**src/rtl/sipo_pkg.sv**
```systemverilog
// Shared types and sizing helpers for the sipo_rx serial receiver.
// SIPO_RX_PARITY_EN adds one even-parity bit to every frame.
package sipo_pkg;

    typedef enum logic {
        IDLE  = 1'b0,
        SHIFT = 1'b1
    } state_e;

    localparam int SIPO_DEFAULT_WIDTH = 16;

    // Bits on the wire per frame: data bits, plus the trailing parity bit when enabled.
    function automatic int frame_len(input int width);
`ifdef SIPO_RX_PARITY_EN
        return width + 1;
`else
        return width;
`endif
    endfunction

    function automatic int cnt_width(input int width);
        return $clog2(width + 2);
    endfunction

endpackage

```
**src/rtl/sipo_rx_if.sv**
```systemverilog
// Serial input and parallel valid/ready output bundle of the sipo_rx receiver.
interface sipo_rx_if
    import sipo_pkg::*;
#(
    parameter int WIDTH = SIPO_DEFAULT_WIDTH
);
    logic             SIN;
    logic             SIN_EN;
    logic             SOF;
    logic [WIDTH-1:0] DOUT;
    logic             DOUT_VALID;
    logic             DOUT_READY;
    logic             BUSY;
    logic             OVERRUN;
    logic             FRAME_ERR;
    logic             PARITY_ERR;

    // master: the serial source plus the parallel consumer
    modport master (
        output SIN, SIN_EN, SOF, DOUT_READY,
        input  DOUT, DOUT_VALID, BUSY, OVERRUN, FRAME_ERR, PARITY_ERR
    );

    modport slave (
        input  SIN, SIN_EN, SOF, DOUT_READY,
        output DOUT, DOUT_VALID, BUSY, OVERRUN, FRAME_ERR, PARITY_ERR
    );
endinterface

```
**src/rtl/sipo_hold_buf.sv**
```systemverilog
// One-word valid/ready holding register; a word arriving while the held one
// is stalled is dropped and reported on overrun.
module sipo_hold_buf
    import sipo_pkg::*;
#(
    parameter int DW = SIPO_DEFAULT_WIDTH + 1
) (
    input  logic          CLK,
    input  logic          RST,
    input  logic          in_valid,
    input  logic [DW-1:0] in_data,
    input  logic          out_ready,
    output logic [DW-1:0] out_data,
    output logic          out_valid,
    output logic          overrun
);

    logic [DW-1:0] data_q, data_d;
    logic          valid_q, valid_d;
    logic          overrun_q, overrun_d;

    always_ff @(posedge CLK or posedge RST) begin
        if (RST) begin
            data_q    <= '0;
            valid_q   <= 1'b0;
            overrun_q <= 1'b0;
        end else begin
            data_q    <= data_d;
            valid_q   <= valid_d;
            overrun_q <= overrun_d;
        end
    end

    always_comb begin
        data_d    = data_q;
        valid_d   = valid_q;
        overrun_d = 1'b0;
        if (in_valid) begin
            // The slot is free if empty or being drained on this very edge.
            if (!valid_q || out_ready) begin
                data_d  = in_data;
                valid_d = 1'b1;
            end else begin
                overrun_d = 1'b1;
            end
        end else if (valid_q && out_ready) begin
            valid_d = 1'b0;
        end
    end

    assign out_data  = data_q;
    assign out_valid = valid_q;
    assign overrun   = overrun_q;

endmodule

```
**src/rtl/sipo_rx.sv**
```systemverilog
// Serial-in parallel-out receiver: MSB-first frames opened by SOF, handed to a
// one-word holding buffer. Define SIPO_RX_PARITY_EN for a trailing even-parity bit.
module sipo_rx
    import sipo_pkg::*;
#(
    parameter int WIDTH = SIPO_DEFAULT_WIDTH
) (
    input  logic     CLK,
    input  logic     RST,
    sipo_rx_if.slave bus
);

    localparam int CW = cnt_width(WIDTH);
    localparam logic [CW-1:0] FLEN_C = CW'(frame_len(WIDTH));
`ifdef SIPO_RX_PARITY_EN
    localparam logic [CW-1:0] WIDTH_C = CW'(WIDTH);
`endif

    state_e           state_q, state_d;
    logic [WIDTH-1:0] shreg_q, shreg_d;
    logic [CW-1:0]    cnt_q, cnt_d;
    logic             frame_err_q, frame_err_d;

    logic             word_done;
    logic [WIDTH-1:0] word_data;
    logic             word_perr;
    logic [WIDTH:0]   hold_data;

    always_ff @(posedge CLK or posedge RST) begin
        if (RST) begin
            state_q     <= IDLE;
            shreg_q     <= '0;
            cnt_q       <= '0;
            frame_err_q <= 1'b0;
        end else begin
            state_q     <= state_d;
            shreg_q     <= shreg_d;
            cnt_q       <= cnt_d;
            frame_err_q <= frame_err_d;
        end
    end

    always_comb begin
        state_d     = state_q;
        shreg_d     = shreg_q;
        cnt_d       = cnt_q;
        frame_err_d = 1'b0;
        word_done   = 1'b0;
`ifdef SIPO_RX_PARITY_EN
        word_data   = shreg_q;
        word_perr   = (^shreg_q) ^ bus.SIN;
`else
        word_data   = {shreg_q[WIDTH-2:0], bus.SIN};
        word_perr   = 1'b0;
`endif
        if (bus.SIN_EN) begin
            if (bus.SOF) begin
                // The first bit lands at the LSB and reaches the MSB after WIDTH-1 shifts.
                frame_err_d = (state_q == SHIFT);
                state_d     = SHIFT;
                shreg_d     = {{(WIDTH-1){1'b0}}, bus.SIN};
                cnt_d       = CW'(1);
            end else if (state_q == SHIFT) begin
                cnt_d = cnt_q + CW'(1);
`ifdef SIPO_RX_PARITY_EN
                if (cnt_q < WIDTH_C) begin
                    shreg_d = {shreg_q[WIDTH-2:0], bus.SIN};
                end
`else
                shreg_d = {shreg_q[WIDTH-2:0], bus.SIN};
`endif
                if (cnt_q + CW'(1) == FLEN_C) begin
                    state_d   = IDLE;
                    cnt_d     = '0;
                    word_done = 1'b1;
                end
            end
        end
    end

    always_comb begin
        bus.BUSY       = (state_q == SHIFT);
        bus.FRAME_ERR  = frame_err_q;
        bus.DOUT       = hold_data[WIDTH-1:0];
        bus.PARITY_ERR = hold_data[WIDTH];
    end

    sipo_hold_buf #(
        .DW(WIDTH + 1)
    ) u_hold (
        .CLK       (CLK),
        .RST       (RST),
        .in_valid  (word_done),
        .in_data   ({word_perr, word_data}),
        .out_ready (bus.DOUT_READY),
        .out_data  (hold_data),
        .out_valid (bus.DOUT_VALID),
        .overrun   (bus.OVERRUN)
    );

endmodule

```
**src/flat_wrapper.sv**
```systemverilog
// flat-port wrapper written by rule: the top's interface ports become plain ports
module sipo_rx_flat import sipo_pkg::*;
#(
    parameter int WIDTH = SIPO_DEFAULT_WIDTH
)
  (CLK, RST, bus_SIN, bus_SIN_EN, bus_SOF, bus_DOUT_READY, bus_DOUT, bus_DOUT_VALID, bus_BUSY, bus_OVERRUN, bus_FRAME_ERR, bus_PARITY_ERR);
  sipo_rx_if #(.WIDTH(WIDTH)) bus_i ();
  input  logic CLK;
  input  logic RST;
  input wire logic [$bits(bus_i.SIN)-1:0] bus_SIN;
  input wire logic [$bits(bus_i.SIN_EN)-1:0] bus_SIN_EN;
  input wire logic [$bits(bus_i.SOF)-1:0] bus_SOF;
  input wire logic [$bits(bus_i.DOUT_READY)-1:0] bus_DOUT_READY;
  output wire logic [$bits(bus_i.DOUT)-1:0] bus_DOUT;
  output wire logic [$bits(bus_i.DOUT_VALID)-1:0] bus_DOUT_VALID;
  output wire logic [$bits(bus_i.BUSY)-1:0] bus_BUSY;
  output wire logic [$bits(bus_i.OVERRUN)-1:0] bus_OVERRUN;
  output wire logic [$bits(bus_i.FRAME_ERR)-1:0] bus_FRAME_ERR;
  output wire logic [$bits(bus_i.PARITY_ERR)-1:0] bus_PARITY_ERR;
  assign bus_i.SIN = bus_SIN;
  assign bus_i.SIN_EN = bus_SIN_EN;
  assign bus_i.SOF = bus_SOF;
  assign bus_i.DOUT_READY = bus_DOUT_READY;
  assign bus_DOUT = bus_i.DOUT;
  assign bus_DOUT_VALID = bus_i.DOUT_VALID;
  assign bus_BUSY = bus_i.BUSY;
  assign bus_OVERRUN = bus_i.OVERRUN;
  assign bus_FRAME_ERR = bus_i.FRAME_ERR;
  assign bus_PARITY_ERR = bus_i.PARITY_ERR;
  sipo_rx #(.WIDTH(WIDTH)) u_core (.CLK(CLK), .RST(RST), .bus(bus_i));
endmodule
```
**config.mk**
```make
export PLATFORM = sky130hd
export DESIGN_NAME = sipo_rx_flat
export DESIGN_NICKNAME = d
export VERILOG_FILES = /design/src/rtl/sipo_pkg.sv /design/src/rtl/sipo_rx_if.sv /design/src/rtl/sipo_hold_buf.sv /design/src/rtl/sipo_rx.sv /design/src/flat_wrapper.sv
export SDC_FILE = /design/constraint.sdc
export NUM_CORES = 1
export LEC_CHECK = 0
export ABC_CLOCK_PERIOD_IN_PS = 2350
export BUFFER_PORTS_ARGS = -buffer_cell sky130_fd_sc_hd__buf_2
export CAP_MARGIN = 25
export CORE_ASPECT_RATIO = 1.4
export CORE_MARGIN = 4
export CORE_UTILIZATION = 40
export DETAILED_ROUTE_END_ITERATION = 10
export GPL_TIMING_DRIVEN = 0
export HOLD_SLACK_MARGIN = 0.03
export SYNTH_ARGS = -nofsm -noshare
export SYNTH_HDL_FRONTEND = slang
export SYNTH_HIERARCHICAL = 1
export SYNTH_SLANG_ARGS = --single-unit
```
**constraint.sdc**
```tcl
create_clock -name CLK -period 2.35 [get_ports CLK]
set_input_delay 0.1175 -clock CLK [delete_from_list [all_inputs] [get_ports CLK]]
set_output_delay 0.1175 -clock CLK [all_outputs]
set_load 0.02 [all_outputs]
```
==> results by group <==
GRT
  – Pin count of the biggest net entering global routing: 23
  – Number of global-route vias before repair: 1132
  – Total GRT Usage: 12.97%
  – Gr ovfl total: 0
  – Initial antenna violation count: 0
  – First-pass GRT wire length: between 5 and 6 mm

Detailed routing
  – Post-route ant nets: 0
  – Via density: between 5 and 6
  – Post-route DRC: 0
  – Via count: ~1000
  – Drt pass-1 iters: 4
  – DR WL/cell: 15.67 µm
  – Drt first-iter violations: 34
  – Routed wire length: approximately 3 mm

Pwr
  – Clock Power Share: 39.5%
  – P_leak: 0.001060 µW
  – PD cells: 689.9 nW/µm²
  – Peak VDD IR: 0.0003217 V
  – Switching Fraction: approximately 22%
  – Logic pwr share: 6.1%
  – Reg power frac: 54.4%
  – Psw: 301.3 µW
  – Int Pwr: 1065 µW
  – Total Power: 1366 µW

Hold path
  – Hold path depth: 2
  – HP Class: input pin to flop
  – Hold_sp: bus_SIN

Floorplanning
  – Num ports: 27
  – Die height: 84.75 µm
  – Initial Util: a little over two fifths
  – Die width: 62.82 µm
  – Die area: 5324 µm²
  – Placement Rows: 27
  – Core area: around 4000 µm²

Clocking
  – Setup bufs post-CTS: 0
  – # resized after CTS: 0
  – Worst-Skew Late Latency: 0.29 ns
  – CTS tree: yes
  – Hold_buf cts: 1
  – Num CTS Buffers: 5
  – CTS Root Cell: clkbuf_8
  – Sink Count: 41
  – Clock Path Buffers: 2
  – Clk slew on worst S/H paths: 0.08 ns
  – H-tree depth: 2

STA
  – Unrepaired setup endpoints after global routing: no
  – Hold Vio Cnt, Final: 0
  – Setup TNS: 0 ns
  – Setup-failing EPs final: 0
  – Final Slew Violations: 0
  – Slew HR: 44.52%
  – Worst-Margin Slew: 0.8313 ns
  – Tmin final: 2.057 ns
  – Fmax: 486.2 MHz
  – Final worst-path cycle share: 87.52%
  – Worst Clk Skew: 0.008964 ns

Synth
  – Post-synthesis sequential area ratio: 60.97%
  – Top FF cell, synth: dfrtp_1
  – Ys async rst share: 100.0%
  – Avg Cell Area, Syn: 14.51 µm²
  – Syn_nets: around 120
  – EDFF count, synth: 0
  – Synthesized instance count: roughly 120
  – Synthesis-stage register bit count: just over 40
  – Area of the mapped netlist: 1683 µm²
  – Synth Warn #: 6
  – Library cells used by synthesis: 29

Worst setup path
  – Worst stage delay on the critical path: 0.46 ns
  – CP startpoint kind: flop
  – Crit path DAT: 2.23 ns
  – WP data required: 2.53 ns
  – Crit end category: flop
  – CP startpoint: u_core/cnt_q[0]$_DFFE_PP0P_
  – Crit-path cells: ha_1 > nand2_1 > nor3_1 > nand2_4 > buf_12 > mux2_4
  – Worst-case reg-to-reg path depth: 6
  – R2R Path Start: u_core/cnt_q[0]$_DFFE_PP0P_
  – Crit path max fanout: 10
  – Slowest cell on the critical path: dfrtp_1
  – Setup CP Type: flop to flop

Cells and area
  – Layout area overhead: 17.70%
  – Fin util: 49.69%
  – Non-filler cells, final: 193
  – Fillers: approximately 370
  – Final net count: approximately 160
  – Share of cells above drive strength 1: between 40% and 50%
  – Antenna diodes: 0

Placed design
  – Detailed placer's ending HPWL: 2.105 mm
  – Post-placement cell count: 185
  – GPL Wtd Cong: roughly 0.8
  – Port bufs: 26

Run
  – Max cap viols: 0

Status
  – Status: finished, final reports clean
cells in the final DEF, fill, tap and decap left out, types with 2 or more instances in the layout:
cell and instances:
mux2_4 10, nor2_1 3, o21ai_0 5, dfrtp_1 41
a22o_1 15, buf_2 27, mux2_2 9, inv_1 3
clkbuf_8 5, nand3_1 2, nand2_1 8
power groups by stage:
stage | logic, µW | clock network [µW] | registers [µW]
finish | 83.5 | 540 | 743
global route | 95.4 | 600 | 747
CTS | 85.5 | 559 | 742
detailed placement | 83.9 | 0 | 756
global placement | 80.0 | 0 | 755
floorplan | 59.1 | 0 | 753
synth_stat cells, types with 2 or more instances:
cell	number	area share, %
dfrtp_1	41	61
a22o_1	15	7.8
mux2_4	10	8.9
mux2_2	9	6.0
nand2_1	8	1.8
o21ai_0	5	1.5
inv_1	3	0.67
nor2_1	3	0.67
nand3_1	2	0.59
per-stage QoR:
stage / hold slack, ns / cell area [µm²] / setup WS (ns)
after global routing: 0.07537 / 1981 / 0.1365
after floorplan: 0.06863 / 1683 / 0.5749
final: 0.08153 / 1981 / 0.2933
after detailed placement: 0.2968 / 1867 / 0.3120
after CTS: 0.07513 / 1981 / 0.2753
after global placement: 0.2741 / 1867 / 0.3321
state kept, by name, summed over array words and instances (netlist names):
| register | count |
|---|---|
| u_core/bus.BUSY | 1 |
| u_core/u_hold/out_valid | 1 |
| u_core/cnt_q | 5 |
| u_core/bus.FRAME_ERR | 1 |
| u_core/u_hold/out_data | 17 |
| u_core/u_hold/overrun | 1 |
| u_core/shreg_q | 15 |
cell families after synthesis:
group | Yosys count | share of synthesized area [%]
compound gates | 26 | 12.04
flops | 41 | 60.97
buf+inv | 6 | 2.602
simple gates | 22 | 8.476
other cells | 1 | 0.2228
mux | 19 | 14.94
fa+ha+maj | 1 | 0.7434
path summary, 6_finish.rpt:
path | to | slack [ns]
hold reg to reg | u_core/u_hold/out_data[6]$_DFFE_PP0P_ | 0.50
max in group asynchronous | u_core/cnt_q[1]$_DFFE_PP0P_ | 1.28
min in group asynchronous | u_core/u_hold/out_data[5]$_DFFE_PP0P_ | 0.51
setup reg to reg | u_core/u_hold/out_data[1]$_DFFE_PP0P_ | 0.29
hold / removal | u_core/u_hold/out_data[0]$_DFFE_PP0P_ | 0.08
setup / recovery | u_core/u_hold/out_data[1]$_DFFE_PP0P_ | 0.29
metal layers:
layer	up-vias	global-route usage (%)	part of all wire (%)
met1	520	14.22	41
met4	0	6.426	2.0
li1	492	-	-
met2	27	22.23	53
met5	-	0	0
met3	6	4.418	4.9
final cells by class:
| class | instances | area (µm²) | area share [%] |
|---|---|---|---|
| Tap cell | 43 | 53.80 | 2.716 |
| Timing Repair Buffer | 27 | 140.1 | 7.075 |
| Clock inverter | 2 | 35.03 | 1.769 |
| Buffer | 3 | 32.53 | 1.642 |
| Clock buffer | 5 | 68.82 | 3.474 |
| Multi-Input combinational cell | 69 | 613.1 | 30.95 |
| Inverter | 3 | 11.26 | 0.5685 |
| Sequential cell | 41 | 1026 | 51.80 |
worst max-delay path: cells and delay by family (launching register included):
family        cells  cell delay, ns
simple gates      3            0.72
flops             1            0.46
buf+inv           1            0.20
mux               1            0.29
fa+ha+maj         1            0.27
Power figures use the tool's default switching activity.
